File: config.mk
export PLATFORM = sky130hd
export DESIGN_NAME = ysyx_24070014_ifu
export DESIGN_NICKNAME = d
export VERILOG_FILES = /design/src/rtl/ysyx_24070014_ifu.sv
export SDC_FILE = /design/constraint.sdc
export NUM_CORES = 1
export LEC_CHECK = 0
export BUFFER_PORTS_ARGS = -buffer_cell sky130_fd_sc_hd__buf_2
export CAP_MARGIN = 0
export CORE_ASPECT_RATIO = 1.1
export CORE_MARGIN = 1
export CORE_UTILIZATION = 45
export DETAILED_ROUTE_END_ITERATION = 12
export GPL_TIMING_DRIVEN = 0
export PLACE_DENSITY = 0.87
export SETUP_SLACK_MARGIN = 0.1
export SYNTH_ARGS = -nofsm -noshare
export SYNTH_HDL_FRONTEND = slang
export SYNTH_SLANG_ARGS = --single-unit
File: constraint.sdc
create_clock -name clk -period 2.8 [get_ports clk]
set_input_delay 0.56 -clock clk [delete_from_list [all_inputs] [get_ports clk]]
set_output_delay 0.56 -clock clk [all_outputs]
set_load 0.05 [all_outputs]
File: src/rtl/ysyx_24070014_ifu.sv
// Instruction fetch unit: a four-state FETCH/RESP/ISSUE/EXEC loop with one outstanding read.
// Define YSYX_24070014_IFU_MISALIGN_CHK_EN to skip fetches of misaligned PCs and flag them instead.
module ysyx_24070014_ifu #(
    parameter int                  ADDR_LEN = 32,
    parameter logic [ADDR_LEN-1:0] INIT_PC  = 32'h8000_0000
) (
    input  logic                clk,
    input  logic                reset,
    output logic [ADDR_LEN-1:0] araddr,
    output logic                arvalid,
    input  logic                arready,
    input  logic [31:0]         rdata,
    input  logic [1:0]          rresp,
    input  logic                rvalid,
    output logic                rready,
    output logic                out_valid,
    input  logic                out_ready,
    output logic [ADDR_LEN-1:0] out_pc,
    output logic [31:0]         out_inst,
    output logic                out_fault,
    output logic                out_misalign,
    input  logic                upd_valid,
    input  logic [ADDR_LEN-1:0] upd_pc,
    output logic                upd_ready
);

    typedef enum logic [1:0] {
        FETCH,
        RESP,
        ISSUE,
        EXEC
    } state_t;

    state_t              state;
    state_t              next_state;
    logic [ADDR_LEN-1:0] pc;
    logic                pc_misaligned;
    logic                resp_hs;
    logic                exec_hs;
    logic                skip_fetch;

`ifdef YSYX_24070014_IFU_MISALIGN_CHK_EN
    logic misalign_q;
    assign pc_misaligned = (pc[1:0] != 2'b00);
    assign out_misalign  = misalign_q;
`else
    assign pc_misaligned = 1'b0;
    assign out_misalign  = 1'b0;
`endif

    assign araddr = pc;

    // NOTE: every output and next_state gets a default before the case, so no path leaves a latch.
    always_comb begin
        next_state = state;
        arvalid    = 1'b0;
        rready     = 1'b0;
        out_valid  = 1'b0;
        upd_ready  = 1'b0;
        resp_hs    = 1'b0;
        exec_hs    = 1'b0;
        skip_fetch = 1'b0;
        case (state)
            FETCH: begin
                if (pc_misaligned) begin
                    skip_fetch = 1'b1;
                    next_state = ISSUE;
                end else begin
                    // Request is held off during reset so nothing is issued before the PC is valid.
                    arvalid = !reset;
                    if (arvalid && arready) next_state = RESP;
                end
            end
            RESP: begin
                rready  = 1'b1;
                resp_hs = rvalid;
                if (resp_hs) next_state = ISSUE;
            end
            ISSUE: begin
                out_valid = 1'b1;
                if (out_ready) next_state = EXEC;
            end
            EXEC: begin
                upd_ready = 1'b1;
                exec_hs   = upd_valid;
                if (exec_hs) next_state = FETCH;
            end
            default: next_state = FETCH;
        endcase
    end

    // NOTE: sequential state uses non-blocking assignments so all registers update from pre-edge values.
    always_ff @(posedge clk) begin
        if (reset) begin
            state     <= FETCH;
            pc        <= INIT_PC;
            out_pc    <= '0;
            out_inst  <= '0;
            out_fault <= 1'b0;
        end else begin
            state <= next_state;
            if (resp_hs) begin
                out_pc    <= pc;
                out_inst  <= (rresp == 2'b00) ? rdata : 32'h0000_0000;
                out_fault <= (rresp != 2'b00);
            end else if (skip_fetch) begin
                out_pc    <= pc;
                out_inst  <= 32'h0000_0000;
                out_fault <= 1'b0;
            end
            if (exec_hs) pc <= upd_pc;
        end
    end

`ifdef YSYX_24070014_IFU_MISALIGN_CHK_EN
    always_ff @(posedge clk) begin
        if (reset)           misalign_q <= 1'b0;
        else if (resp_hs)    misalign_q <= 1'b0;
        else if (skip_fetch) misalign_q <= 1'b1;
    end
`endif

endmodule

---- Word-level counts from Yosys, hierarchy flattened ----
Index checks and enable logic that the tools add are counted.
operators by class
  eq/ne operators ......................... 7
  multiplexer cells ....................... 15
  reductions and logical operators ........ 6
operators by type and width
  kind                  number
  $mux W32              3
  $mux W2               4
  $ne A2 B2 Y1 const B  4
  $pmux W2 S4           1
  $mux W1               7
  $eq A2 B2 Y1 const B  2
  $logic_not A2 Y1      2
  $reduce_and A4 Y1     1
  $eq A2 B1 Y1 const B  1
  $reduce_bool A2 Y1    1
  $logic_and A1 B1 Y1   1
  $logic_not A1 Y1      1
word-level totals
  register bits after elaboration ......... 99
  input bits .............................. 72
  output and inout bits ................... 102
  logic and storage cells ................. 33

---- Depth between registers and ports, before layout ----
Gate-level depths: netlist of the first run.
  word-level depth ........................ 4
  depth in mapped cells ................... 7
  depth with buffers taken out ............ 5

---- Least setup slack after synthesis of the first run ----
Ideal clock, no wire load.
  path kind ............................... in2out
  from .................................... input port reset
  to ...................................... output port arvalid
  data arrival time ....................... 1.452 ns
  path slack .............................. 0.788 ns
  cell stages on the path ................. 2
  path buffers ............................ 1
  cells stage by stage .................... clkbuf_1 -> nor2b_1
between the ends
  cells in the longest elaborated chain, start to end .. 2
RTL lines
  element           line  source
  from (decl)       8     input logic reset,
  $logic_not A1 Y1  70    arvalid = !reset;
  $mux W1           63    case (state)
  to (decl)         10    output logic arvalid,
Every way passes these cells.

---- Worst setup path after layout of the first run ----
  from .................................... register state[0]
  to ...................................... output port arvalid
between the ends
  cells in the longest elaborated chain, start to end .. 2
RTL lines
  element                 line  source
  from (decl)             34    state_t state;
  from (signal assigned)  101   state <= next_state;
  $logic_not A2 Y1        63
  $mux W1                 63
Every way passes these cells.

==> results by group, run 1 <==
STA
  • Hold Fails Final Rpt: 0
  • Slew headroom: 65.70%
  • Slew Limit Fails: 0
  • Crit path time final: 1.970 ns
  • Hold WS: 0.4317 ns
  • Sum Neg Setup Slack: 0 ns
  • RSZ-0062 raised after global routing: no
  • Fmax: 507.7 MHz
  • Layout Skew: 0.01424 ns
  • Worst slew pin tran: approximately 0.51 ns
  • Endpoints failing setup: 0
  • Fin crit share: 70.35%

Synthesis
  • Register area share after synthesis: 51.21%
  • EDFF count, synth: 0
  • Top-area cell type share of the netlist area: 51.21%
  • Unique masters post-synth: 28
  • Dominant synthesized flop cell: dfxtp_1
  • Warnings from Yosys: 0
  • Mapped Nets: 492
  • Mean Syn Cell Area: 9.325 µm²
  • Cell area after synthesis: 3870 µm²
  • Async SR Flop Fraction: 0%
  • Cell with the most instances after synthesis: nand2_1
  • Synth area leader: dfxtp_1
  • Area contributors post-synth: dfxtp_1 (51%), nand2_1 (13%), a22oi_2 (9.1%), a21oi_1 (8.1%), nor2_2 (4.7%)
  • Cells after synthesis: 415
  • Synth cell count leaders: nand2_1 (129), dfxtp_1 (99), a21oi_1 (63)
  • Yosys reg bits: 99

Floorplanning
  • Num ports: 174
  • Site Rows: 35
  • Die Area: 8975 µm²
  • Core Box Area: 8364 µm²
  • Die Ht: a little under 100 µm
  • Starting Density: between 40% and 50%
  • Die Width: 90.42 µm

Pwr
  • PwrDens: 658.5 nW/µm²
  • Maximum VDD drop: 0.2929 mV
  • Static leakage power: 2.230 nW

Cells and area
  • Finished Cell Area: 5074 µm²
  • Fin nets: 675
  • Layout area overhead: 31.10%
  • N_diodes: 0
  • Layout cell share with drive strength beyond 1: 45.76%

Routing
  • Wire per inst: around 14 µm
  • Post-route antenna net violation count: 0
  • First-pass DRT Iterations: 4
  • Starting DRC count in detailed routing: 115
  • # DRC: 0
  • Routed Wire Length: between 9000 and 10000 µm
  • Via density: 4.851
  • Routed via count: between 3000 and 4000

Critical path
  • Arr. time, crit path: 1.41 ns
  • CP max FO: 4
  • CP required: about 2.2 ns
  • Critical path class: reg -> out
  • CP Launch Type: flop
  • Crit. End Element: output pin

Place
  • RD Place Congestion: 0.7644
  • HPWL after DPL: 7550 µm
  • Post-DP Area: a little under 5000 µm²
  • Port bufs: 172

Clocking
  • Worst-path clk slew: 0.09 ns
  • Cells resized by post-CTS repair: 0
  • Setup Buffers After CTS: 0
  • Clk Latency, worst-skew pair: 0.36 ns
  • Clk sink count: 99
  • CTS Buffer Depth: 2
  • CTS Buf Count: 9
  • CTS root buf: clkbuf_8
  • CTS tree: done
  • Hold buffers post-CTS: 0
  • Htree depth: 3

Status
  • Status: complete, no violations

Global routing
  • Grt ovf: 0
  • Global-route wire length before repair: 15460 µm
  • Pin count of the biggest net entering global routing: 16
  • Initial antenna violation count: 0
  • Vias in the first global route: 3345
  • GR Util All Layers: 21.73%

Worst hold path
  • Min-Delay Path Class: in -> reg

Run
  • Max Cap Viol: 0
flip-flops by register name (all words and copies together) (netlist names):
name	cells
out_fault	1
state	2
araddr	32
out_pc	32
out_inst	32
routing by layer:
| layer | track usage, % | wire (µm) | vias up | share of wire [%] |
|---|---|---|---|---|
| li1 | - | - | 1724 | - |
| met1 | 24.16 | 3946 | 1586 | 41 |
| met2 | 39.81 | 5003 | 131 | 52 |
| met3 | 5.963 | 533 | 13 | 5.5 |
| met4 | 7.692 | 163 | 0 | 1.7 |
| met5 | 0 | 0 | - | 0 |
critical path, cell delays in order, from the launching register on:
cell	delay, ns
dfxtp_1	0.39
inv_1	0.10
ha_1	0.21
nor2b_1	0.13
buf_2	0.23
placed cells by master, fill, tap and decap left out, types with 3 or more instances in the layout:
cell type / n
a21oi_1: 63
a22oi_1: 3
a22oi_2: 28
buf_12: 3
buf_2: 182
buf_4: 5
buf_6: 8
clkbuf_1: 7
clkbuf_8: 9
dfxtp_1: 99
ha_1: 5
inv_1: 3
nand2_1: 129
nand2b_1: 3
nor2_1: 4
nor2_2: 29
nor2b_1: 3
metrics by stage:
step / power, mW / setup WS (ns) / cells / utilization [%]
final: 3.341 / 0.8302 / 712 / 60.66
after global routing: 3.496 / 0.7267 / 712 / 60.66
after CTS: 3.367 / 0.8021 / 712 / 60.66
after detailed placement: 2.418 / 0.8666 / 698 / 58.22
after global placement: 2.391 / 0.8902 / 698 / 58.22
after floorplan: 2.194 / 0.7879 / 415 / -
cell type report:
| cell class | instances | area, µm² |
|---|---|---|
| Clock inverter | 5 | 80.08 |
| Fill cell | 744 | 3291 |
| Clock buffer | 9 | 123.9 |
| Inverter | 3 | 11.26 |
| Multi-Input combinational cell | 280 | 1613 |
| Tap cell | 111 | 138.9 |
| Buffer | 33 | 264.0 |
| Sequential cell | 99 | 1982 |
| Timing Repair Buffer | 172 | 860.8 |
power breakdown:
group	switching, mW	internal, mW	total, mW
registers	0.0442	1.47	1.51
clock network	0.472	0.492	0.964
logic	0.588	0.278	0.866
total	1.10	2.24	3.34
worst paths after layout:
check                                            start                        end  slack (ns)  cells past startpoint
worst min register to register  out_pc[2]$_SDFFE_PP0P_     out_pc[2]$_SDFFE_PP0P_        0.45                      2
worst min-delay path                         rdata[30]  out_inst[30]$_SDFFE_PP0P_        0.43                      3
worst max register to register   state[1]$_SDFFE_PP0P_    out_pc[10]$_SDFFE_PP0P_        1.25                      6
worst max-delay path             state[0]$_SDFFE_PP0P_                    arvalid        0.83                      4
cell families after synthesis:
logic type,count (synthesis),synth area share (%)
flip-flops,99,51.21
other,1,0.09690
multiplexers,2,0.5173
AO/OA/AOI/OAI,97,19.24
adder cells (fa/ha/maj),5,1.617
AND/OR/NAND/NOR,175,20.21
buffers and inverters,36,7.113
Power figures use the tool's default switching activity.
==> run 2, diff against run 1 <==
--- a/config.mk
+++ b/config.mk
@@ -5,6 +5,7 @@
 export SDC_FILE = /design/constraint.sdc
 export NUM_CORES = 1
 export LEC_CHECK = 0
+export ABC_AREA = 1
 export BUFFER_PORTS_ARGS = -buffer_cell sky130_fd_sc_hd__buf_2
 export CAP_MARGIN = 0
 export CORE_ASPECT_RATIO = 1.1
@@ -12,7 +13,7 @@
 export CORE_UTILIZATION = 45
 export DETAILED_ROUTE_END_ITERATION = 12
 export GPL_TIMING_DRIVEN = 0
-export PLACE_DENSITY = 0.87
+export PLACE_DENSITY = 0.88
 export SETUP_SLACK_MARGIN = 0.1
 export SYNTH_ARGS = -nofsm -noshare
 export SYNTH_HDL_FRONTEND = slang
==> constraint.sdc (replaced) <==
create_clock -name clk -period 1.83 [get_ports clk]
set_input_delay 0.366 -clock clk [delete_from_list [all_inputs] [get_ports clk]]
set_output_delay 0.366 -clock clk [all_outputs]
set_load 0.05 [all_outputs]
==> results by group, run 2 <==
STA
  • Slew Limit Fails: 0 (unchanged)
  • Crit path time final: 1.653 ns
  • Endpoints failing setup: 0 (unchanged)
  • Sum Neg Setup Slack: 0 ns (unchanged)
  • RSZ-0062 raised after global routing: yes (was no)
  • Hold Fails Final Rpt: 0 (unchanged)
  • Layout Skew: 0.01085 ns (was 0.01424 ns)
  • Fmax: 605.0 MHz
  • Fin crit share: 90.32%

Floorplanning
  • Num ports: 174 (unchanged)
  • Core Box Area: 7870 µm² (was 8364 µm²)
  • Die Ht: 96.25 µm (was 99.26 µm)
  • Site Rows: 34 (was 35)
  • Starting Density: 46.17% (was 46.27%)
  • Die Area: 8438 µm² (was 8975 µm²)
  • Die Width: 87.68 µm (was 90.42 µm)

Global routing
  • Pin count of the biggest net entering global routing: 19 (was 16)
  • Vias in the first global route: 3149 (was 3345)
  • Gr busiest metal: met2 (unchanged)
  • GR Util All Layers: 22.10% (was 21.73%)
  • Grt ovf: 0 (unchanged)
  • Met3 usage: 7.719% (was 5.963%)
  • Initial antenna violation count: 0 (unchanged)
  • GR Util met1: 24.40% (was 24.16%)
  • Grt met2 use: 39.26% (was 39.81%)
  • Global-route wire length before repair: 14190 µm (was 15460 µm)

Synthesis
  • Cell area after synthesis: 3633 µm² (was 3870 µm²)
  • Dominant synthesized flop cell: dfxtp_1 (unchanged)
  • Warnings from Yosys: 0 (unchanged)
  • Register area share after synthesis: 54.55% (was 51.21%)
  • Unique masters post-synth: 19 (was 28)
  • Cells after synthesis: 459 (was 415)
  • Yosys reg bits: 99 (unchanged)
  • Mean Syn Cell Area: 7.916 µm² (was 9.325 µm²)
  • Mapped Nets: 536 (was 492)
  • Synth cell count leaders: nor2_1 (136), dfxtp_1 (99), nand2_1 (66) (was nand2_1 (129), dfxtp_1 (99), a21oi_1 (63))
  • Area contributors post-synth: dfxtp_1 (55%), nor2_1 (14%), o21ai_0 (8.5%), nand2_1 (6.8%), a21oi_1 (3.2%) (was dfxtp_1 (51%), nand2_1 (13%), a22oi_2 (9.1%), a21oi_1 (8.1%), nor2_2 (4.7%))
  • Cell with the most instances after synthesis: nor2_1 (was nand2_1)
  • EDFF count, synth: 0 (unchanged)
  • Async SR Flop Fraction: 0% (unchanged)
  • Synth area leader: dfxtp_1 (unchanged)
  • Top-area cell type share of the netlist area: 54.55% (was 51.21%)

Clocking
  • CTS Buffer Depth: 2 (unchanged)
  • Htree depth: 3 (unchanged)
  • CTS Buf Count: 9 (unchanged)
  • Clk sink count: 99 (unchanged)
  • CTS tree: done (unchanged)
  • Clk Latency, worst-skew pair: 0.36 ns (about the same)
  • Worst-path clk slew: 0.10 ns (was 0.09 ns)
  • CTS root buf: clkbuf_8 (unchanged)

Critical path
  • Reg2Reg Depth: 8 (was 6)
  • R2R Path Start: state[1]$_SDFFE_PP0P_ (unchanged)
  • CP max FO: 4 (unchanged)
  • Worst path cell trace: inv_1 > ha_1 > buf_2 (was inv_1 > ha_1 > nor2b_1 > buf_2)
  • Arr. time, crit path: 1.29 ns (was 1.41 ns)
  • CP max stage delay: 0.35 ns (was 0.39 ns)
  • Crit. End Element: output pin (unchanged)
  • Slowest-stage cell, CP: dfxtp_2 (was dfxtp_1)
  • Worst R2R End: out_pc[22]$_SDFFE_PP0P_ (was out_pc[10]$_SDFFE_PP0P_)
  • CP Launch Type: flop (unchanged)
  • Critical path origin: state[0]$_SDFFE_PP0P_ (unchanged)
  • Reg2reg setup slack: 0.28 ns (was 1.25 ns)
  • Critical path class: reg -> out (unchanged)
  • CP required: 1.46 ns (was 2.24 ns)

Place
  • HPWL after DPL: 7118 µm (was 7550 µm)
  • DP Cell Count: 738 (was 698)
  • Post-DP Area: 4627 µm² (was 4870 µm²)
  • Port bufs: 171 (was 172)
  • RD Place Congestion: 0.7499 (was 0.7644)

Cells and area
  • Most common cell after layout, fill and taps aside: buf_2 (unchanged)
  • Layout cell share with drive strength beyond 1: 36.38% (was 45.76%)
  • Finished Layout Cells: 754 (was 712)
  • Post-Route Utilization: 61.61% (was 60.66%)
  • Most frequent cells in the layout: buf_2 (180), nor2_1 (135), dfxtp_1 (97), nand2_1 (66), o21ai_0 (62) (was buf_2 (182), nand2_1 (129), dfxtp_1 (99), a21oi_1 (63), nor2_2 (29))
  • Finished Cell Area: 4848 µm² (was 5074 µm²)
  • N_diodes: 0 (unchanged)
  • Layout area overhead: 33.44% (was 31.10%)
  • Fin nets: 718 (was 675)
  • Fillers: 708 (was 744)

Status
  • Status: complete, no violations (unchanged)

Routing
  • Wire per inst: 12.43 µm (was 13.55 µm)
  • Routed Wire Length: 9371 µm (was 9646 µm)
  • # DRC: 0 (unchanged)
  • Starting DRC count in detailed routing: 141 (was 115)
  • Via density: 4.706 (was 4.851)
  • First-pass DRT Iterations: 4 (unchanged)
  • Post-route antenna net violation count: 0 (unchanged)
  • Routed via count: 3548 (was 3454)

Worst hold path
  • Min-Delay Path Class: in -> reg (unchanged)
  • Worst Hold Endpoint: araddr[31]$_SDFFE_PP1P_ (was out_inst[30]$_SDFFE_PP0P_)
  • HP Start: upd_pc[31] (was rdata[30])
  • Worst Hold Depth: 3 (unchanged)

Pwr
  • Static leakage power: 2.297 nW (was 2.230 nW)
  • Maximum VDD drop: 0.8891 mV (was 0.2929 mV)
  • PwrDens: 1285 nW/µm² (was 658.5 nW/µm²)

Run
  • Max Cap Viol: 0 (unchanged)
run 2: report_power, final:
group,leakage (nW),switching (mW),internal [mW]
Combinational,1.40,1.64,0.565
Sequential,0.803,0.157,2.43
Clock,0.0984,0.792,0.654
run 2: per-stage QoR:
| stage | power, mW | hold slack, ns | setup WS (ns) |
|---|---|---|---|
| 5_1_grt | 6.577 | 0.2059 | 0.09458 |
| 3_3_place_gp | 4.764 | 0.4492 | 0.2435 |
| 3_5_place_dp | 4.819 | 0.4550 | 0.1611 |
| 2_1_floorplan | 4.275 | 0.4792 | 0.1161 |
| 6_report | 6.232 | 0.2119 | 0.1771 |
| 4_1_cts | 6.252 | 0.2038 | 0.1191 |
run 2: final cells by class:
type | instances | area, µm² | area share (%)
inverters | 10 | 37.54 | 0.7742
repair buffers | 171 | 864.6 | 17.83
clock buffers | 9 | 123.9 | 2.555
multi-input cells | 319 | 1443 | 29.75
clock inverters | 7 | 82.58 | 1.703
well taps | 108 | 135.1 | 2.787
plain buffers | 31 | 177.7 | 3.665
flip-flops and latches | 99 | 1984 | 40.93
run 2: worst max-delay path by stage:
stage,to,slack (ns)
3_5_place_dp,out_pc[14]$_SDFFE_PP0P_,0.16
3_3_place_gp,out_pc[9]$_SDFFE_PP0P_,0.24
2_1_floorplan,out_inst[22]$_SDFFE_PP0P_,0.12
6_report,out_valid,0.18
4_1_cts,arvalid,0.12
5_1_grt,arvalid,0.09
run 2: timing repair:
| item | CTS | global route |
|---|---|---|
| resized for setup | 2 | 6 |
| hold buffers | 0 | 0 |
| setup buffers | 0 | 0 |
| pin swaps | 0 | 0 |
| setup endpoints to repair | 1 | 13 |
run 2: routing by layer:
| layer | part of all wire (%) | wire [µm] |
|---|---|---|
| met5 | 0 | 0 |
| met4 | 1.3 | 125 |
| met3 | 7.7 | 724 |
| met2 | 49 | 4597 |
| met1 | 42 | 3923 |
run 2: critical path: cells and delay by family (launching register included):
kind	cells	cell delay [ns]
buffers and inverters	2	0.38
flip-flops	1	0.35
adder cells (fa/ha/maj)	1	0.21
run 2: cell families (layout without fill, tap and decap cells):
group                      count (synthesis)  after routing  synth area share, %
and+or+nand+nor                          216            216                23.45
DFF                                       99             99                54.55
AOI/OAI and AO/OA                         97             97                14.29
buffers and inverters                     41            228                5.888
adders and majority gates                  5              5                1.722
other                                      1              1               0.1032
==> run 3, diff against run 2 <==
--- a/config.mk
+++ b/config.mk
@@ -13,8 +13,9 @@
 export CORE_UTILIZATION = 45
 export DETAILED_ROUTE_END_ITERATION = 12
 export GPL_TIMING_DRIVEN = 0
-export PLACE_DENSITY = 0.88
+export PLACE_DENSITY = 0.84
 export SETUP_SLACK_MARGIN = 0.1
+export SLEW_MARGIN = 10
 export SYNTH_ARGS = -nofsm -noshare
 export SYNTH_HDL_FRONTEND = slang
 export SYNTH_SLANG_ARGS = --single-unit
==> results by group, run 3 (same netlist as run 2, synthesis figures left out) <==
Status
  • Status: complete, no violations (unchanged)

Critical path
  • Most frequent cell on the critical path: inv_1
  • Crit. End Element: output pin (unchanged)
  • Arr. time, crit path: 1.29 ns (about the same)
  • CP max stage delay: 0.35 ns (about the same)
  • CP required: 1.46 ns (about the same)
  • CP Launch Type: flop (unchanged)
  • Slowest-stage cell, CP: dfxtp_2 (unchanged)
  • Reg2reg setup slack: 0.30 ns (was 0.28 ns)
  • Critical path class: reg -> out (unchanged)
  • CP max FO: 4 (unchanged)
  • Worst path cell trace: inv_1 > ha_1 > inv_1 > nor2_2 > buf_4 (was inv_1 > ha_1 > buf_2)

Floorplanning
  • Site Rows: 34 (unchanged)
  • Die Area: 8438 µm² (unchanged)
  • Num ports: 174 (unchanged)
  • Core Box Area: 7870 µm² (unchanged)
  • Die Ht: 96.25 µm (unchanged)
  • Die Width: 87.68 µm (unchanged)
  • Starting Density: 46.17% (unchanged)

Worst hold path
  • Min-Delay Path Class: in -> reg (unchanged)

Global routing
  • Pin count of the biggest net entering global routing: 18 (was 19)
  • GR Util All Layers: 20.71% (was 22.10%)
  • Grt met2 use: 36.78% (was 39.26%)
  • GR Util met1: 22.96% (was 24.40%)
  • Initial antenna violation count: 2 (was 0)
  • Grt ovf: 0 (unchanged)
  • Vias in the first global route: 2972 (was 3149)
  • Global-route wire length before repair: 13250 µm (was 14190 µm)
  • Met3 usage: 6.175% (was 7.719%)
  • Gr busiest metal: met2 (unchanged)

STA
  • Crit path time final: 1.658 ns (was 1.653 ns)
  • Hold Fails Final Rpt: 0 (unchanged)
  • Fin crit share: 90.61% (was 90.32%)
  • Endpoints failing setup: 0 (unchanged)
  • Slew Limit Fails: 0 (unchanged)
  • Sum Neg Setup Slack: 0 ns (unchanged)
  • Fmax: 603.1 MHz (was 605.0 MHz)
  • RSZ-0062 raised after global routing: no (was yes)
  • Layout Skew: 0.01247 ns (was 0.01085 ns)

Place
  • Post-DP Area: 4627 µm² (unchanged)
  • Port bufs: 171 (unchanged)
  • HPWL after DPL: 6928 µm (was 7118 µm)
  • DP Cell Count: 738 (unchanged)
  • RD Place Congestion: 0.7537 (was 0.7499)

Routing
  • Starting DRC count in detailed routing: 125 (was 141)
  • Post-route antenna net violation count: 0 (unchanged)
  • Routed via count: 3466 (was 3548)
  • First-pass DRT Iterations: 4 (unchanged)
  • Wire per inst: 12.16 µm (was 12.43 µm)
  • Routed Wire Length: 9181 µm (was 9371 µm)
  • Via density: 4.591 (was 4.706)
  • # DRC: 0 (unchanged)

Pwr
  • Static leakage power: 2.295 nW (was 2.297 nW)
  • PwrDens: 1258 nW/µm² (was 1285 nW/µm²)
  • Maximum VDD drop: 0.9042 mV (was 0.8891 mV)

Cells and area
  • Finished Cell Area: 4827 µm² (was 4848 µm²)
  • N_diodes: 0 (unchanged)
  • Fin nets: 719 (was 718)
  • Finished Layout Cells: 755 (was 754)
  • Layout area overhead: 32.85% (was 33.44%)
  • Most common cell after layout, fill and taps aside: buf_2 (unchanged)
  • Layout cell share with drive strength beyond 1: 36.32% (was 36.38%)
  • Most frequent cells in the layout: buf_2 (181), nor2_1 (135), dfxtp_1 (97), nand2_1 (66), o21ai_0 (62) (was buf_2 (180), nor2_1 (135), dfxtp_1 (97), nand2_1 (66), o21ai_0 (62))

Clocking
  • CTS Buffer Depth: 2 (unchanged)
  • CTS Buf Count: 9 (unchanged)
  • Htree depth: 3 (unchanged)
  • CTS root buf: clkbuf_8 (unchanged)
  • CTS tree: done (unchanged)
  • Worst-path clk slew: 0.09 ns (was 0.10 ns)
  • Clk Latency, worst-skew pair: 0.35 ns (was 0.36 ns)
  • Clk sink count: 99 (unchanged)

Run
  • Max Cap Viol: 0 (unchanged)
## run 3: changes by cell type in the layout (fill, tap and decap cells not counted), sizes merged
| cell | before | now |
|---|---|---|
| buf | 190 | 192 |
| bufinv | 1 | 0 |
| clkinv | 1 | 2 |
| inv | 13 | 12 |
## run 3: critical path, delay by kind of cell, from the launching register on
kind	cells	cell delay, ns
buffers and inverters	3	0.35
AND/OR/NAND/NOR	1	0.07
adder cells (fa/ha/maj)	1	0.18
flip-flops	1	0.35
## run 3: repair_timing
item	4_1_cts	5_1_grt
pin swaps	0	0
gates cloned	0	0
endpoints found under the setup margin	1	12
hold buffers	0	0
resized for setup	2	3
setup buffers	0	1
## run 3: path summary, 6_finish.rpt
path | startpoint | end | cells after the start
hold reg to reg | out_inst[19]$_SDFFE_PP0P_ | out_inst[19]$_SDFFE_PP0P_ | 2
hold / removal | upd_pc[31] | araddr[31]$_SDFFE_PP1P_ | 3
setup / recovery | state[0]$_SDFFE_PP0P_ | arvalid | 5
setup reg to reg | state[0]$_SDFFE_PP0P_ | araddr[9]$_SDFFE_PP0P_ | 6
## run 3: where the power goes
part	internal [mW]	total [mW]	switching [mW]
Combinational	0.562	2.19	1.63
Clock	0.546	1.30	0.755
Sequential	2.43	2.58	0.155
## run 3: through the flow
| stage | total power [mW] | worst slack, ns | hold slack (ns) | utilization, % |
|---|---|---|---|---|
| 2_1_floorplan | 4.275 | 0.1161 | 0.4792 | - |
| 6_report | 6.071 | 0.1718 | 0.2169 | 61.34 |
| 5_1_grt | 6.387 | 0.09978 | 0.2371 | 61.34 |
| 3_5_place_dp | 4.809 | 0.1954 | 0.4541 | 58.79 |
| 4_1_cts | 6.106 | 0.1188 | 0.1998 | 61.21 |
| 3_3_place_gp | 4.761 | 0.2599 | 0.4483 | 58.79 |
## run 3: routing by layer
metal | routed length [µm] | up-vias
li1 | - | 1818
met1 | 3991 | 1510
met2 | 4366 | 127
met3 | 689 | 9
met4 | 119 | 2
met5 | 13 | -
## run 3: final cells by class
type                            instances  area [µm²]
Timing Repair Buffer                  172       865.8
Tap cell                              108       135.1
Buffer                                 31       177.7
Sequential cell                        99        1984
Clock inverter                          6       48.80
Clock buffer                           10       137.6
Multi-Input combinational cell        319        1440
Fill cell                             721        3043
Inverter                               10       37.54
